## config.mk

```make
export PLATFORM = sky130hd
export DESIGN_NAME = uart_wrapper
export DESIGN_NICKNAME = d
export VERILOG_FILES = /design/src/rtl/uart_wrapper.sv
export SDC_FILE = /design/constraint.sdc
export NUM_CORES = 1
export LEC_CHECK = 0
export CORE_UTILIZATION = 50
export DETAILED_ROUTE_END_ITERATION = 10
export GPL_ROUTABILITY_DRIVEN = 0
export GPL_TIMING_DRIVEN = 1
export PLACE_DENSITY = 0.68
export SYNTH_ARGS = -nofsm -noshare
export SYNTH_HDL_FRONTEND = slang
export SYNTH_SLANG_ARGS = --single-unit
export TNS_END_PERCENT = 5
```

## constraint.sdc

```tcl
create_clock -name clk -period 5.2 [get_ports clk]
set_clock_uncertainty 0.15 [all_clocks]
set_input_delay 0.78 -clock clk [delete_from_list [all_inputs] [get_ports clk]]
set_output_delay 0.78 -clock clk [all_outputs]
set_load 0.005 [all_outputs]
```

## src/rtl/uart_wrapper.sv

```systemverilog
// UART command front end: two received bytes assembled into a 16-bit command, one response byte transmitted.
// Latency: cmd_rdy one clock after the second byte's stop-bit sample; TX start bit the clock after send_resp.
// Backpressure: cmd held until clr_cmd_rdy (bytes in READY dropped); send_resp ignored while tx_busy. Option: UART_RX_TIMEOUT_EN.
module uart_wrapper #(
  parameter int TIMEOUT_BITS = 32
) (
  input  logic        clk,
  input  logic        rst_n,
  input  logic        RX,
  output logic        TX,
  input  logic [15:0] baud_cnt,
  output logic [15:0] cmd,
  output logic        cmd_rdy,
  input  logic        clr_cmd_rdy,
  input  logic [7:0]  resp,
  input  logic        send_resp,
  output logic        resp_sent,
  output logic        tx_busy
);

  typedef enum logic [1:0] {RX_IDLE, RX_START, RX_DATA, RX_STOP} rx_state_t;
  typedef enum logic [1:0] {A_HIGH, A_LOW, A_READY} asm_state_t;
  typedef enum logic       {TX_IDLE, TX_SHIFT} tx_state_t;

  // Short periods are clamped so the half-period start resample stays meaningful.
  logic [15:0] baud_eff;
  assign baud_eff = (baud_cnt < 16'd16) ? 16'd16 : baud_cnt;

  // ---------------- receiver ----------------
  logic        rx_s1_q, rx_s2_q, rx_prev_q;
  rx_state_t   rx_state_q, rx_state_d;
  logic [15:0] rx_cnt_q, rx_cnt_d, rx_per_q, rx_per_d;
  logic [2:0]  rx_bit_q, rx_bit_d;
  logic [7:0]  rx_sh_q, rx_sh_d;
  logic        byte_vld_q, byte_vld_d;

  // Receiver next state: detect falling edge, resample mid start bit, then one full period per bit.
  always_comb begin
    rx_state_d = rx_state_q;
    rx_cnt_d   = rx_cnt_q + 16'd1;
    rx_per_d   = rx_per_q;
    rx_bit_d   = rx_bit_q;
    rx_sh_d    = rx_sh_q;
    byte_vld_d = 1'b0;
    case (rx_state_q)
      RX_IDLE: begin
        rx_cnt_d = 16'd0;
        if (rx_prev_q && !rx_s2_q) begin
          rx_state_d = RX_START;
          rx_per_d   = baud_eff;
        end
      end
      RX_START: begin
        if (rx_cnt_q == (rx_per_q >> 1) - 16'd1) begin
          rx_cnt_d   = 16'd0;
          rx_bit_d   = 3'd0;
          rx_state_d = rx_s2_q ? RX_IDLE : RX_DATA;
        end
      end
      RX_DATA: begin
        if (rx_cnt_q == rx_per_q - 16'd1) begin
          rx_cnt_d = 16'd0;
          rx_sh_d  = {rx_s2_q, rx_sh_q[7:1]};
          rx_bit_d = rx_bit_q + 3'd1;
          if (rx_bit_q == 3'd7) rx_state_d = RX_STOP;
        end
      end
      RX_STOP: begin
        if (rx_cnt_q == rx_per_q - 16'd1) begin
          rx_cnt_d   = 16'd0;
          byte_vld_d = rx_s2_q;
          rx_state_d = RX_IDLE;
        end
      end
      default: rx_state_d = RX_IDLE;
    endcase
  end

  // Receiver registers, including the two-flop RX synchronizer.
  always_ff @(posedge clk) begin
    if (!rst_n) begin
      rx_s1_q    <= 1'b1;
      rx_s2_q    <= 1'b1;
      rx_prev_q  <= 1'b1;
      rx_state_q <= RX_IDLE;
      rx_cnt_q   <= 16'd0;
      rx_per_q   <= 16'd16;
      rx_bit_q   <= 3'd0;
      rx_sh_q    <= 8'd0;
      byte_vld_q <= 1'b0;
    end else begin
      rx_s1_q    <= RX;
      rx_s2_q    <= rx_s1_q;
      rx_prev_q  <= rx_s2_q;
      rx_state_q <= rx_state_d;
      rx_cnt_q   <= rx_cnt_d;
      rx_per_q   <= rx_per_d;
      rx_bit_q   <= rx_bit_d;
      rx_sh_q    <= rx_sh_d;
      byte_vld_q <= byte_vld_d;
    end
  end

  // ---------------- command assembler ----------------
  asm_state_t  asm_state_q, asm_state_d;
  logic [15:0] cmd_q, cmd_d;

`ifdef UART_RX_TIMEOUT_EN
  localparam int TB_W = $clog2(TIMEOUT_BITS + 1);
  logic [15:0]     tmo_clk_q, tmo_clk_d;
  logic [TB_W-1:0] tmo_bit_q, tmo_bit_d;
  logic            tmo_hit;

  // Inter-byte timeout: counts bit periods in LOW while the receiver is idle.
  always_comb begin
    tmo_clk_d = 16'd0;
    tmo_bit_d = '0;
    tmo_hit   = 1'b0;
    if (asm_state_q == A_LOW && rx_state_q == RX_IDLE) begin
      tmo_clk_d = tmo_clk_q + 16'd1;
      tmo_bit_d = tmo_bit_q;
      if (tmo_clk_q == baud_eff - 16'd1) begin
        tmo_clk_d = 16'd0;
        if (tmo_bit_q == TB_W'(TIMEOUT_BITS - 1)) tmo_hit = 1'b1;
        else tmo_bit_d = tmo_bit_q + 1'b1;
      end
    end
  end

  // Timeout counter registers.
  always_ff @(posedge clk) begin
    if (!rst_n) begin
      tmo_clk_q <= 16'd0;
      tmo_bit_q <= '0;
    end else begin
      tmo_clk_q <= tmo_clk_d;
      tmo_bit_q <= tmo_bit_d;
    end
  end
`else
  logic tmo_hit;
  logic unused_tmo;
  assign tmo_hit    = 1'b0;
  assign unused_tmo = ^TIMEOUT_BITS;
`endif

  // Assembler next state: high byte, low byte, then hold until the consumer clears.
  always_comb begin
    asm_state_d = asm_state_q;
    cmd_d       = cmd_q;
    case (asm_state_q)
      A_HIGH: begin
        if (byte_vld_q) begin
          cmd_d[15:8] = rx_sh_q;
          asm_state_d = A_LOW;
        end
      end
      A_LOW: begin
        if (byte_vld_q) begin
          cmd_d[7:0]  = rx_sh_q;
          asm_state_d = A_READY;
        end else if (tmo_hit) begin
          cmd_d[15:8] = 8'd0;
          asm_state_d = A_HIGH;
        end
      end
      A_READY: begin
        if (clr_cmd_rdy) asm_state_d = A_HIGH;
      end
      default: asm_state_d = A_HIGH;
    endcase
  end

  // Assembler registers.
  always_ff @(posedge clk) begin
    if (!rst_n) begin
      asm_state_q <= A_HIGH;
      cmd_q       <= 16'd0;
    end else begin
      asm_state_q <= asm_state_d;
      cmd_q       <= cmd_d;
    end
  end

  assign cmd     = cmd_q;
  assign cmd_rdy = (asm_state_q == A_READY);

  // ---------------- transmitter ----------------
  tx_state_t   tx_state_q, tx_state_d;
  logic        tx_q, tx_d;
  logic [8:0]  tx_sh_q, tx_sh_d;
  logic [15:0] tx_cnt_q, tx_cnt_d, tx_per_q, tx_per_d;
  logic [3:0]  tx_bit_q, tx_bit_d;
  logic        tx_end;

  // Last clock of the stop bit (bit index 9 = stop).
  assign tx_end = (tx_state_q == TX_SHIFT) && (tx_bit_q == 4'd9) && (tx_cnt_q == tx_per_q - 16'd1);

  // Transmitter next state: start bit driven on acceptance, then one bit per latched period.
  always_comb begin
    tx_state_d = tx_state_q;
    tx_d       = tx_q;
    tx_sh_d    = tx_sh_q;
    tx_cnt_d   = tx_cnt_q + 16'd1;
    tx_per_d   = tx_per_q;
    tx_bit_d   = tx_bit_q;
    case (tx_state_q)
      TX_IDLE: begin
        tx_cnt_d = 16'd0;
        tx_d     = 1'b1;
        if (send_resp) begin
          tx_state_d = TX_SHIFT;
          tx_sh_d    = {1'b1, resp};
          tx_per_d   = baud_eff;
          tx_bit_d   = 4'd0;
          tx_d       = 1'b0;
        end
      end
      TX_SHIFT: begin
        if (tx_cnt_q == tx_per_q - 16'd1) begin
          tx_cnt_d = 16'd0;
          if (tx_bit_q == 4'd9) begin
            tx_state_d = TX_IDLE;
            tx_d       = 1'b1;
          end else begin
            tx_d     = tx_sh_q[0];
            tx_sh_d  = {1'b0, tx_sh_q[8:1]};
            tx_bit_d = tx_bit_q + 4'd1;
          end
        end
      end
      default: tx_state_d = TX_IDLE;
    endcase
  end

  // Transmitter registers.
  always_ff @(posedge clk) begin
    if (!rst_n) begin
      tx_state_q <= TX_IDLE;
      tx_q       <= 1'b1;
      tx_sh_q    <= 9'd0;
      tx_cnt_q   <= 16'd0;
      tx_per_q   <= 16'd16;
      tx_bit_q   <= 4'd0;
    end else begin
      tx_state_q <= tx_state_d;
      tx_q       <= tx_d;
      tx_sh_q    <= tx_sh_d;
      tx_cnt_q   <= tx_cnt_d;
      tx_per_q   <= tx_per_d;
      tx_bit_q   <= tx_bit_d;
    end
  end

  assign TX        = tx_q;
  assign tx_busy   = (tx_state_q == TX_SHIFT);
  assign resp_sent = tx_end;

endmodule

```

Word-level counts from Yosys, hierarchy flattened
Cells that the tools add are included.
W data, S select, Z words.
{ "classes": {"addsub": 7, "magnitude_cmp": 1, "n_eq_ne": 21, "n_mux": 36, "bitwise": 1, "reduce_logical": 18} }
{ "op_table": {"columns": ["operator", "n"], "rows": [
  ["$mux W16", 4],
  ["$eq A16 B16 Y1", 3],
  ["$pmux W16 S3", 1],
  ["$add A16 B1 Y16 const B", 2],
  ["$pmux W16 S2", 1],
  ["$sub A16 B1 Y16 const B", 2],
  ["$mux W9", 3],
  ["$mux W2", 9],
  ["$ne A2 B2 Y1 const B", 9],
  ["$pmux W9 S2", 1],
  ["$lt A16 B5 Y1 const B", 1],
  ["$sub A15 B1 Y16 const B", 1],
  ["$mux W4", 3],
  ["$reduce_and A3 Y1", 4],
  ["$reduce_and A2 Y1", 5],
  ["$pmux W2 S4", 1],
  ["$pmux W4 S2", 1],
  ["$eq A2 B2 Y1 const B", 3],
  ["$mux W1", 6],
  ["$mux W3", 2],
  ["$pmux W2 S3", 1],
  ["$pmux W3 S2", 1],
  ["$reduce_and A5 Y1", 1],
  ["$add A4 B1 Y4 const B", 1],
  ["12 further kinds", 18]
]} }
{ "word_totals": {"ff_bits": 114} }

Depth between registers and ports, before layout
Gate-level depths: netlist of run 1.
{ "depth": {"depth_word": 4, "mapped_depth": 12, "mapped_depth_nobuf": 10} }

Least setup slack after synthesis of run 1
No wires, ideal clock.
{ "synth_timing": {"kind": "flip-flop to output port", "from": "register tx_per_q[0]", "to": "output resp_sent", "arrival_ns": 2.523, "path_slack_ns": 1.747, "stages_incl_launch_ff": 11, "path_buffers": 1, "path_cell_list": "dfxtp_1 -> buf_6 -> inv_1 -> ha_1 -> nor3b_1 -> nand2_1 -> xnor2_1 -> or4b_4 -> nor4b_4 -> nand2_2 -> nor3_1"} }
{ "synth_between": {"elab_chain_len": 3} }
{ "synth_rtl": {"columns": ["item", "line", "rtl"], "rows": [
  ["start: declaration", "192", "logic [15:0] tx_cnt_q, tx_cnt_d, tx_per_q, tx_per_d;"],
  ["start signal: assignment", "250", "tx_per_q <= tx_per_d;"],
  ["$sub A16 B1 Y16", "197", "assign tx_end = (tx_state_q == TX_SHIFT) && (tx_bit_q == 4'd9) && (tx_cnt_q == tx_per_q - 16'd1);"],
  ["$eq A16 B16 Y1", "197", null],
  ["$logic_and A1 B1 Y1", "197", null],
  ["end: declaration", "17", "output logic resp_sent,"]
]} }
No other way between the ends.

Worst setup path in the final report of run 1
Same ends and word-level chain as after synthesis.

==> results.tsv, run 1 <==
stage	metric	value	unit
outcome	status	finished, final reports clean	
clock_tree	cts_tree	done	
job	drv_cap	0	
grt	first_global_vias	5110	
timing	period_needed	4724	ps
logic_synthesis	synth.area.top_cells	dfxtp_1 (36%), xnor2_1 (6.3%), mux2i_1 (5.8%), xor2_1 (4.9%), nand2_1 (4.4%)	
clock_tree	post_cts_resized	0	
power	p_leak	2.833	nW
placed_design	place_ws	931.3	ps
cells_and_area	multi_input_area	0.003827	mm^2
critical_path	cp-end-kind	output port	
detailed_routing	wl_met1	6845	um
detailed_routing	ant_nets	0	
critical_path	r2r-start	tx_per_q[0]$_SDFFE_PN0P_	
detailed_routing	wirelength	14350	um
worst_hold_path	holdPathEnd	rx_s2_q$_SDFF_PN1_	
clock_tree	clock-root-buffer	clkbuf_16	
timing	period_share	90.85	%
logic_synthesis	synth_top_area_cell	dfxtp_1	
timing	drv_slew	0	
critical_path	crit_type	reg -> out	
detailed_routing	viasPerCell	5.587	
grt	antenna_found_initial	0	
logic_synthesis	seq_area_frac_synth	35.65	%
power	internal-power	1.825	mW
critical_path	r2r_cells	9	
logic_synthesis	synth.distinct_cells	78	
power	p_per_area	315.3	mW/mm^2
cells_and_area	fin_util	61.30	%
die	dieHeight	115.1	um
grt	grt_usage	23.32	%
timing	setup_viol	0	
cells_and_area	area_delta_synth_final	17.42	%
clock_tree	clockBufferDepth	2	
grt	grt-ovfl-total	0	
timing	setup_ws	475.8	ps
grt	grt_max_degree	73	
worst_hold_path	min-delay-start	rx_s1_q$_SDFF_PN1_	
logic_synthesis	ys_top_cells_by_count	dfxtp_1 (114), nand2_1 (75), nor2_1 (55)	
timing	tightest_slew	947.0	ps
logic_synthesis	synth_cells	728	
clock_tree	cts.sink_count	114	
cells_and_area	fin_area	0.007516	mm^2
timing	hold_slack	255.7	ps
clock_tree	cts_hold_buffers	0	
placed_design	io_buffers	48	
power	clkPwrFrac	52.4	%
logic_synthesis	postSynth.asyncResetShare	0	%
clock_tree	cts_buffers	17	
timing	hold_viol	0	
clock_tree	clk_pin_slew	50	ps
cells_and_area	fill_cells	1075	
clock_tree	htree_num_levels	4	
cells_and_area	final_cells	932	
clock_tree	post-cts-setup-buffers	0	
die	rows	40	
cells_and_area	drive_gt1_share	8.115	%
critical_path	worstPathRequired	4270	ps
detailed_routing	route.vias.total	5207	
die	design.core.area	0.01226	mm^2
worst_hold_path	min_path_cells	1	
cells_and_area	fin_nets	790	
timing	slew-limit-headroom	36.28	%
detailed_routing	route.met2.wl	6566	um
power	comb_power_share	8.6	%
critical_path	reg2reg_slack	1610	ps
power	p_sw	0.5452	mW
placed_design	dpl_cell_area	0.006889	mm^2
placed_design	dpl.hpwl	10230	um
logic_synthesis	syn_nets	766	
cells_and_area	num_antenna_cells	0	
detailed_routing	dr.first_iter.drc_count	291	
timing	tns	0	ps
power	p_seq_share	39.0	%
logic_synthesis	synth_edf_count	0	
clock_tree	insertion_delay	420	ps
logic_synthesis	synth_area_per_cell	8.793	um^2
detailed_routing	wl_per_cell	15.40	um
critical_path	worstPathArrival	3790	ps
timing	rsz0062_at_grt	false	
power	vdd_drop_max	0.2722	mV
logic_synthesis	synthesis.area	0.006401	mm^2
placed_design	placedCellCount	901	
die	die_x	115.1	um
cells_and_area	regArea	0.002282	mm^2
detailed_routing	wl_met3	710	um
timing	fmax	211.7	MHz
die	io_pins	49	
worst_hold_path	holdCritPathClass	reg -> reg	
logic_synthesis	synth.most_common_cell	dfxtp_1	
detailed_routing	dr.pass1.iters	6	
logic_synthesis	synth_seq_cells	114	
logic_synthesis	ys.flop_type	dfxtp_1	
power	total_power	2.370	mW
detailed_routing	drc	0	
logic_synthesis	yosys_warnings	0	
detailed_routing	routed.top_layer	met4	
critical_path	crit_path_max_fanout	8	
critical_path	start_kind	flip-flop	
die	initial_core_util	52.20	%
logic_synthesis	synth_top_area_share	35.65	%
die	dieArea	0.01326	mm^2
critical_path	worstReg2RegEnd	tx_cnt_q[13]$_SDFF_PP0_	
power	switching_share	23.01	%
grt	grt_pass1_wl	24290	um
[cell usage in the layout, fill, tap and decap left out, types with 17 or more instances in the layout]
cell type | synthesis | layout
nor2b_1 | 38 | 38
and3_1 | 19 | 19
nand3_1 | 35 | 35
a21boi_0 | 27 | 27
xor2_1 | 36 | 36
nor2_1 | 55 | 55
clkdlybuf4s50_1 | 0 | 47
clkbuf_16 | 0 | 17
inv_1 | 19 | 19
xnor2_1 | 46 | 46
mux2i_1 | 37 | 37
dfxtp_1 | 114 | 114
nand2_1 | 75 | 75
[how the worst max path moves through the flow]
| stage | start | end | slack [ps] | cells past startpoint |
|---|---|---|---|---|
| floorplan | tx_per_q[0]$_SDFFE_PN0P_ | resp_sent | 1750 | 10 |
| global placement | tx_per_q[0]$_SDFFE_PN0P_ | resp_sent | 1060 | 10 |
| detailed placement | tx_per_q[0]$_SDFFE_PN0P_ | resp_sent | 930 | 10 |
| CTS | tx_per_q[0]$_SDFFE_PN0P_ | resp_sent | 470 | 10 |
| global route | tx_per_q[1]$_SDFFE_PN0P_ | resp_sent | 180 | 10 |
| finish | tx_per_q[0]$_SDFFE_PN0P_ | resp_sent | 480 | 10 |
[cell families after synthesis]
group                      Yosys count  synth area share (%)
DFF                                114                 35.65
and+or+nand+nor                    306                 26.45
adders and majority gates            9                 1.759
muxes                               45                 7.193
xor gates and xnor gates            82                 11.22
buffers and inverters               65                 4.554
AOI/OAI and AO/OA                  107                 13.17
[registers in the layout, summed over array words and instances (netlist names), 2 cells and up, named ones only]
signal	flops
asm_state_q	2
cmd	16
rx_bit_q	3
rx_cnt_q	16
rx_per_q	16
rx_sh_q	8
tx_bit_q	4
tx_cnt_q	16
tx_per_q	16
tx_sh_q	9
[critical path: stages (launching register included)]
cell and delay (ps):
dfxtp_1 380, inv_1 90, ha_1 270, nor3b_1 650, nand2_1 150, xnor2_1 170, or4b_4 530, nor4b_4 350
nand2_2 120, nor3_1 150, clkdlybuf4s50_1 520
[per-layer routing]
metal | global-route usage (%) | up-vias
met5 | 0 | -
met4 | 8.831 | 0
met3 | 5.904 | 20
met2 | 37.35 | 111
met1 | 30.26 | 2488
li1 | - | 2588
[area by class of cell]
| type | count | area share, % |
|---|---|---|
| well taps | 168 | 2.797 |
| flip-flops and latches | 114 | 30.36 |
| clock buffers | 21 | 6.259 |
| clock inverters | 10 | 2.081 |
| multi-input cells | 549 | 50.92 |
| inverters | 19 | 0.9489 |
| repair buffers | 51 | 6.626 |
[power groups by stage]
| stage | logic, mW | registers, mW | clock network (mW) |
|---|---|---|---|
| final | 0.204 | 0.925 | 1.24 |
| after global routing | 0.224 | 0.927 | 1.30 |
| after CTS | 0.203 | 0.924 | 1.26 |
| after detailed placement | 0.201 | 0.942 | 0 |
| after global placement | 0.196 | 0.941 | 0 |
| after floorplan | 0.157 | 0.926 | 0 |
(Power assumes the default switching activity.)
==> run 2, diff against run 1 <==
--- a/config.mk
+++ b/config.mk
@@ -7,7 +7,6 @@
 export LEC_CHECK = 0
 export CORE_UTILIZATION = 50
 export DETAILED_ROUTE_END_ITERATION = 10
-export GPL_ROUTABILITY_DRIVEN = 0
 export GPL_TIMING_DRIVEN = 1
 export PLACE_DENSITY = 0.68
 export SYNTH_ARGS = -nofsm -noshare
==> run 2 against run 1 <==
Via count is 0.58% higher. Combinational power hardly changed. Setup slack worse by 84 ps. Highest routed layer unchanged. Maximum frequency is 1.8% lower. Power is 0.17% higher. Largest power group unchanged. Sequential cell count stayed put. Design area hardly changed. First-iteration DRC count is 32% higher. Register-to-register slack worse by 50 ps.
==> results.tsv, run 2 (synthesis gave the netlist of run 1 again) <==
stage	metric	value	unit	change
detailed_routing	wirelength	14150	um	-1.4%
power	p_leak	2.826	nW	-0.25%
timing	period_share	92.47	%	+1.6 points
timing	tightest_slew	976.6	ps	+29.56 ps
placed_design	gp_congestion	0.8405		
timing	rsz0062_at_grt	false		
clock_tree	htree_num_levels	4		unchanged
detailed_routing	route.vias.total	5237		+0.58%
critical_path	crit_type	reg -> out		
grt	antenna_found_initial	0		unchanged
grt	grt-ovfl-total	0		unchanged
timing	drv_slew	0		unchanged
detailed_routing	viasPerCell	5.613		+0.47%
timing	period_needed	4809	ps	+84.48 ps
clock_tree	post-cts-setup-buffers	0		unchanged
detailed_routing	drc	0		unchanged
cells_and_area	final_cell_mix	dfxtp_1 (114), nand2_1 (75), nor2_1 (55), clkdlybuf4s50_1 (47), xnor2_1 (46)		
detailed_routing	dr.first_iter.drc_count	383		+32%
clock_tree	cts_tree	done		
clock_tree	clock-root-buffer	clkbuf_16		
critical_path	worstPathArrival	3880	ps	+90 ps
grt	grt_usage	23.08	%	-0.24 points
cells_and_area	num_antenna_cells	0		unchanged
detailed_routing	wl_per_cell	15.17	um	-1.5%
timing	slew-limit-headroom	34.29	%	-2.0 points
placed_design	io_buffers	48		unchanged
critical_path	cp-end-kind	output port		
placed_design	dpl.hpwl	10110	um	-1.2%
clock_tree	clk_pin_slew	50	ps	about the same
cells_and_area	fill_cells	1054		-2.0%
cells_and_area	fin_nets	790		unchanged
job	drv_cap	0		unchanged
die	design.core.area	0.01226	mm^2	unchanged
placed_design	placedCellCount	901		unchanged
clock_tree	post_cts_resized	0		unchanged
clock_tree	cts.sink_count	114		unchanged
worst_hold_path	holdCritPathClass	reg -> reg		
grt	grt_pass1_wl	24040	um	-1.0%
timing	tns	0	ps	unchanged
clock_tree	cts_hold_buffers	0		unchanged
die	rows	40		unchanged
clock_tree	cts_buffers	17		unchanged
die	die_x	115.1	um	unchanged
clock_tree	insertion_delay	420	ps	about the same
timing	fmax	208.0	MHz	-1.8%
die	initial_core_util	52.20	%	unchanged
die	io_pins	49		unchanged
die	dieArea	0.01326	mm^2	unchanged
clock_tree	clockBufferDepth	2		unchanged
power	vdd_drop_max	0.2610	mV	-4.1%
cells_and_area	final_cells	933		+0.11%
critical_path	crit_path_max_fanout	8		unchanged
detailed_routing	ant_nets	0		unchanged
grt	grt_max_degree	66		-9.6%
power	p_per_area	315.5	mW/mm^2	about the same
die	dieHeight	115.1	um	unchanged
critical_path	worstPathRequired	4270	ps	about the same
cells_and_area	final_common_cell	dfxtp_1		
timing	hold_viol	0		unchanged
detailed_routing	dr.pass1.iters	7		+1
outcome	status	finished, final reports clean		
grt	first_global_vias	5014		-1.9%
timing	setup_viol	0		unchanged
cells_and_area	area_delta_synth_final	17.53	%	about the same
critical_path	start_kind	flip-flop		
cells_and_area	drive_gt1_share	8.235	%	+0.12 points
[run 2: cell count changes in the layout (fill, tap and decap cells not counted)]
cell	before	now
clkbuf_8	3	0
clkinv_2	4	0
clkinv_4	1	5
clkinvlp_4	1	2
inv_6	0	3
[run 2: routing by layer]
metal	track usage [%]	part of all wire, %	vias to the layer above
met5	0	0	-
met4	8.571	1.7	0
met3	5.061	5.3	29
met2	37.47	45	155
met1	30.10	48	2453
li1	-	-	2600
[run 2: final cells by class]
cell class / instances / area, um^2 / area share [%]
clock buffers: 18 / 429.2 / 5.704
clock inverters: 14 / 205.2 / 2.727
inverters: 19 / 71.32 / 0.9479
multi-input cells: 549 / 3827 / 50.87
flip-flops and latches: 114 / 2282 / 30.33
well taps: 168 / 210.2 / 2.794
repair buffers: 51 / 498.0 / 6.619
[run 2: path summary, 6_finish.rpt]
| path | start | slack, ps | cells after the start | end |
|---|---|---|---|---|
| hold reg to reg | rx_s1_q$_SDFF_PN1_ | 260 | 1 | rx_s2_q$_SDFF_PN1_ |
| hold / removal | rx_s1_q$_SDFF_PN1_ | 260 | 1 | rx_s2_q$_SDFF_PN1_ |
| setup / recovery | tx_per_q[0]$_SDFFE_PN0P_ | 390 | 10 | resp_sent |
| setup reg to reg | tx_per_q[0]$_SDFFE_PN0P_ | 1560 | 9 | tx_cnt_q[14]$_SDFF_PP0_ |
[run 2: where the power goes]
part           internal [mW]  switching, mW  leakage [nW]
Clock                  0.809          0.436         0.302
Sequential             0.893         0.0313         0.924
Combinational         0.0978          0.106          1.60
Total                   1.80          0.574          2.83
[run 2: metrics by stage]
step	hold WS (ps)	utilization, %	power [mW]	cell area (um^2)	worst slack, ps
2_1_floorplan	236.3	-	1.083	6401	1747
3_3_place_gp	244.3	56.18	1.137	6889	1063
3_5_place_dp	248.8	56.18	1.144	6889	940.3
4_1_cts	262.1	61.36	2.393	7523	477.1
5_1_grt	310.3	61.36	2.457	7523	203.2
6_report	255.6	61.36	2.374	7523	391.4
[run 2: worst max-delay path, cell delays in order, from the launching register on]
cell             delay (ps)
dfxtp_1                 380
inv_1                   100
ha_1                    270
nor3b_1                 710
nand2_1                 160
xnor2_1                 180
or4b_4                  530
nor4b_4                 360
nand2_2                 110
nor3_1                  140
clkdlybuf4s50_1         520
==> run 3, diff against run 2 <==
--- a/config.mk
+++ b/config.mk
@@ -5,10 +5,12 @@
 export SDC_FILE = /design/constraint.sdc
 export NUM_CORES = 1
 export LEC_CHECK = 0
+export CORE_ASPECT_RATIO = 0.5
 export CORE_UTILIZATION = 50
 export DETAILED_ROUTE_END_ITERATION = 10
 export GPL_TIMING_DRIVEN = 1
 export PLACE_DENSITY = 0.68
+export SKIP_CTS_REPAIR_TIMING = 1
 export SYNTH_ARGS = -nofsm -noshare
 export SYNTH_HDL_FRONTEND = slang
 export SYNTH_SLANG_ARGS = --single-unit
==> run 3 against run 2 <==
Sequential cell count unchanged. Power about the same. Worst hold slack better by 15 ps. Via count down 1.9%. Largest power group unchanged.
==> results.tsv, run 3 (synthesis gave the netlist of run 1 again) <==
stage	metric	value	unit	change
outcome	status	finished, final reports clean		
placed_design	dpl.hpwl	9853	um	-2.5%
grt	grt-ovfl-total	0		unchanged
placed_design	dpl_cell_area	0.006885	mm^2	about the same
clock_tree	insertion_delay	410	ps	about the same
clock_tree	htree_num_levels	4		unchanged
critical_path	cp_slowest_cell	nor3b_1		
clock_tree	cts_buffers	17		unchanged
detailed_routing	drc	0		unchanged
timing	rsz0062_at_grt	false		
timing	setup_viol	0		unchanged
placed_design	gp_congestion	0.8490		+1.0%
cells_and_area	drive_gt1_share	8.366	%	+0.13 points
critical_path	cp-end-kind	output port		
clock_tree	cts.sink_count	114		unchanged
die	design.core.area	0.01216	mm^2	-0.86%
detailed_routing	route.vias.total	5137		-1.9%
die	rows	28		-30%
detailed_routing	viasPerCell	5.524		-1.6%
critical_path	worstPathCellList	inv_1 -> ha_1 -> nor3b_1 -> nand2_1 -> xnor2_1 -> or4b_4 -> nor4b_4 -> nand2_2 -> nor3_1 -> clkdlybuf4s50_1		
timing	drv_slew	0		unchanged
clock_tree	clockBufferDepth	2		unchanged
critical_path	cpPeakStageDelay	610	ps	-100 ps
clock_tree	clk_pin_slew	60	ps	about the same
cells_and_area	regArea	0.002282	mm^2	unchanged
clock_tree	clock-root-buffer	clkbuf_16		
cells_and_area	final_cell_mix	dfxtp_1 (114), nand2_1 (75), nor2_1 (55), clkdlybuf4s50_1 (47), xnor2_1 (46)		
die	dieHeight	82.01	um	-29%
power	total_power	2.372	mW	about the same
timing	fmax	214.9	MHz	+3.3%
critical_path	start_kind	flip-flop		
cells_and_area	area_delta_synth_final	17.46	%	about the same
power	p_per_area	315.5	mW/mm^2	about the same
cells_and_area	fill_cells	1016		-3.6%
detailed_routing	wl_per_cell	15.43	um	+1.7%
timing	slew-limit-headroom	19.70	%	-15 points
timing	setup_ws	546.8	ps	+155.5 ps
cells_and_area	multi_input_area	0.003827	mm^2	unchanged
die	die_x	162.0	um	+41%
critical_path	worstPathArrival	3720	ps	-160 ps
detailed_routing	routed.top_layer	met4		
detailed_routing	wl_met1	7107	um	+5.3%
timing	period_share	89.48	%	-3.0 points
cells_and_area	fin_nets	790		unchanged
detailed_routing	ant_nets	0		unchanged
detailed_routing	wirelength	14350	um	+1.4%
grt	grt_pass1_wl	24090	um	+0.23%
timing	tns	0	ps	unchanged
detailed_routing	route.met2.wl	6529	um	+2.0%
cells_and_area	final_common_cell	dfxtp_1		
detailed_routing	dr.first_iter.drc_count	332		-13%
grt	grt_usage	23.13	%	+0.053 points
die	io_pins	49		unchanged
worst_hold_path	holdCritPathClass	reg -> reg		
cells_and_area	fin_util	61.85	%	+0.49 points
job	drv_cap	0		unchanged
placed_design	place_ws	972.8	ps	+32.48 ps
timing	hold_viol	0		unchanged
critical_path	worstPathRequired	4270	ps	about the same
timing	tightest_slew	1202	ps	+225.4 ps
cells_and_area	num_antenna_cells	0		unchanged
clock_tree	cts_tree	done		
cells_and_area	fin_area	0.007518	mm^2	about the same
critical_path	crit_path_max_fanout	8		unchanged
die	initial_core_util	52.66	%	+0.45 points
power	p_leak	2.821	nW	-0.19%
detailed_routing	dr.pass1.iters	4		-3
grt	antenna_found_initial	0		unchanged
grt	grt_max_degree	58		-12%
critical_path	crit_type	reg -> out		
placed_design	io_buffers	48		unchanged
power	vdd_drop_max	0.1719	mV	-34%
timing	period_needed	4653	ps	-155.5 ps
die	dieArea	0.01329	mm^2	+0.21%
detailed_routing	wl_met3	568	um	-24%
grt	first_global_vias	4910		-2.1%
==> run 3: changes by cell type in the layout (fill, tap and decap cells not counted), sizes merged <==
cell and change:
clkbuf -1, clkinvlp +2, inv -1
==> run 3: final timing paths <==
path	from	end	slack [ps]	cells past startpoint
setup / recovery	tx_per_q[0]$_SDFFE_PN0P_	resp_sent	550	10
hold / removal	rx_s1_q$_SDFF_PN1_	rx_s2_q$_SDFF_PN1_	270	1
setup reg to reg	rx_per_q[1]$_SDFFE_PN0P_	rx_bit_q[2]$_SDFFE_PN0P_	1640	10
hold reg to reg	rx_s1_q$_SDFF_PN1_	rx_s2_q$_SDFF_PN1_	270	1
==> run 3: metrics by stage <==
stage	hold WS, ps	std cells
2_1_floorplan	236.3	728
3_3_place_gp	269.3	898
3_5_place_dp	258.4	898
4_1_cts	282.1	930
5_1_grt	315.1	930
6_report	271.0	930
==> run 3: routing by layer <==
metal | track usage, % | vias to the layer above
li1 | - | 2603
met4 | 7.642 | 0
met5 | 0 | -
met2 | 38.93 | 105
met3 | 5.455 | 16
met1 | 29.48 | 2413
==> run 3: power breakdown <==
group          internal [mW]  switching, mW
clock network          0.805          0.441
logic                 0.0978          0.103
registers              0.893         0.0317
==> run 3: critical path: cells and delay by family (launching register included) <==
family,cells,cell delay [ps]
flip-flops,1,390
buffers and inverters,2,620
XOR/XNOR,1,150
AND/OR/NAND/NOR,6,1880
adder cells (fa/ha/maj),1,270
==> run 3: final cells by class <==
type	instances	share of cell area, %
multi-input cells	549	50.91
inverters	19	0.9486
clock inverters	15	2.763
flip-flops and latches	114	30.35
well taps	165	2.746
clock buffers	17	5.658
repair buffers	51	6.623
==> edit: new RTL, config.mk and constraints of run 1 <==
Register the output `TX` once more; this adds one clock of latency there. The other outputs are not delayed to match. Comments in the files are not updated.
--- a/src/rtl/uart_wrapper.sv
+++ b/src/rtl/uart_wrapper.sv
@@ -252,7 +252,9 @@
     end
   end
 
-  assign TX        = tx_q;
+  always_ff @(posedge clk) begin
+    TX <= tx_q;
+  end
   assign tx_busy   = (tx_state_q == TX_SHIFT);
   assign resp_sent = tx_end;
 
Check against the original RTL: not equivalent (a bounded check fails within 4 cycles, from zero or initial values and one cycle with rst_n low).
==> edit against run 1 <==
Worst setup slack worse by 0.011 ns; sequential cell count rose by 1; synthesized area rose by 0.31%; design area barely moved; count of clock-buffer cells in the layout down 4; hold slack got worse by 0.049 ns; global-route usage shrank 0.32 points; power is 2.0% lower; non-clock buffer count is 1 lower; register-to-register slack gained 0.03 ns; wire length decreased by 0.49%; cell count up 0.54%.
==> edit: results (changes against run 1) <==
{| class="wikitable"
! Metric !! Value
|-
| Most used standard cells in the synthesized netlist || sky130_fd_sc_hd__dfxtp_1 (115), sky130_fd_sc_hd__nand2_1 (75), sky130_fd_sc_hd__nor2_1 (55), sky130_fd_sc_hd__xnor2_1 (46), sky130_fd_sc_hd__nor2b_1 (38) (was sky130_fd_sc_hd__dfxtp_1 (114), sky130_fd_sc_hd__nand2_1 (75), sky130_fd_sc_hd__nor2_1 (55), sky130_fd_sc_hd__xnor2_1 (46), sky130_fd_sc_hd__nor2b_1 (38))
|-
| Crit path DAT || 3.80 ns (was 3.79 ns)
|-
| Startpoint of the tightest hold check path || tx_q$_SDFFE_PN1P_ (was rx_s1_q$_SDFF_PN1_)
|-
| Sw Pwr || 0.000568 W (was 0.000545 W)
|-
| Peak supply drop || 0.247 mV (was 0.272 mV)
|-
| Number of global-route vias before repair || 4,980 (was 5,110)
|-
| Fillcell total || 1,109 (was 1,075)
|-
| Compound-gate portion of the synthesized area || 0.131 (was 0.132)
|-
| Sink of the worst hold path || TX$_DFF_P_ (was rx_s2_q$_SDFF_PN1_)
|-
| First-pass GRT wire length || 24,000 um (was 24,300 um)
|-
| Aggregate global-route resource usage || 0.230 (was 0.233)
|-
| Area growth from synthesis to final layout || 17.0% (was 17.4%)
|-
| Worst-Margin Slew || 1.12 ns (was 0.947 ns)
|-
| Clock sinks || 115 (was 114)
|-
| Worst Hold Slack || 0.207 ns (was 0.256 ns)
|-
| ClkCell Share || 0.0809 (was 0.0834)
|-
| Fraction of synthesized area in multiplexers || 0.0717 (was 0.0719)
|-
| Worst reg2reg endpoint || tx_cnt_q[7]$_SDFF_PP0_ (was tx_cnt_q[13]$_SDFF_PP0_)
|-
| Status || finished, final reports clean (unchanged)
|-
| HPWL reported at the end of detailed placement || 10,200 um (about the same)
|-
| Post-synthesis share of cell area spent on full adders, half adders and majority gates || 0.0175 (was 0.0176)
|-
| Cells after Synth || 729 (was 728)
|-
| Via count || 5,218 (was 5,207)
|-
| Buffers outside the clock class || 50 (was 51)
|-
| Post-synthesis sequential area ratio || 0.359 (was 0.357)
|-
| Routed length per placed instance || 15.2 um (was 15.4 um)
|-
| First DRT Iteration DRCs || 270 (was 291)
|-
| Peak Freq || 211 MHz (was 212 MHz)
|-
| Clock buffer count || 17 (was 21)
|-
| Placeable core region || 12,600 um2 (was 12,300 um2)
|-
| Areal power density over the cells || 309 nW/um2 (was 315 nW/um2)
|-
| Fraction of cell area in non-clock buffers || 0.0653 (was 0.0663)
|-
| Length of the first detailed-routing pass in iterations || 5 (was 6)
|-
| Post-Place Worst Slack || 0.941 ns (was 0.931 ns)
|-
| Hold Crit Depth || 0 (was 1)
|-
| DRT Wirelength || 14,300 um (was 14,400 um)
|-
| Cell Area, Placed || 6910 um2 (was 6890 um2)
|}
## edit: changes by cell type in the layout (fill, tap and decap cells not counted), sizes merged
cell,change
bufinv,-1
clkinv,+1
inv,+2
buf,-1
dfxtp,+1
clkinvlp,+3
clkbuf,-4
## edit: worst max-delay path, cell delays in order (launching register included)
cell,delay [ns]
sky130_fd_sc_hd__dfxtp_1,0.37
sky130_fd_sc_hd__inv_1,0.09
sky130_fd_sc_hd__ha_1,0.28
sky130_fd_sc_hd__nor3b_1,0.64
sky130_fd_sc_hd__nand2_1,0.15
sky130_fd_sc_hd__xnor2_1,0.18
sky130_fd_sc_hd__or4b_4,0.53
sky130_fd_sc_hd__nor4b_4,0.37
sky130_fd_sc_hd__nand2_2,0.11
sky130_fd_sc_hd__nor3_1,0.14
sky130_fd_sc_hd__clkdlybuf4s50_1,0.52
## edit: layer usage
metal  vias up  wire [um]  track usage
met5         -          0            0
met4         0        284        0.101
met3        21        627       0.0501
met2       117       6610        0.363
met1      2472       6760        0.301
li1       2608          -            -
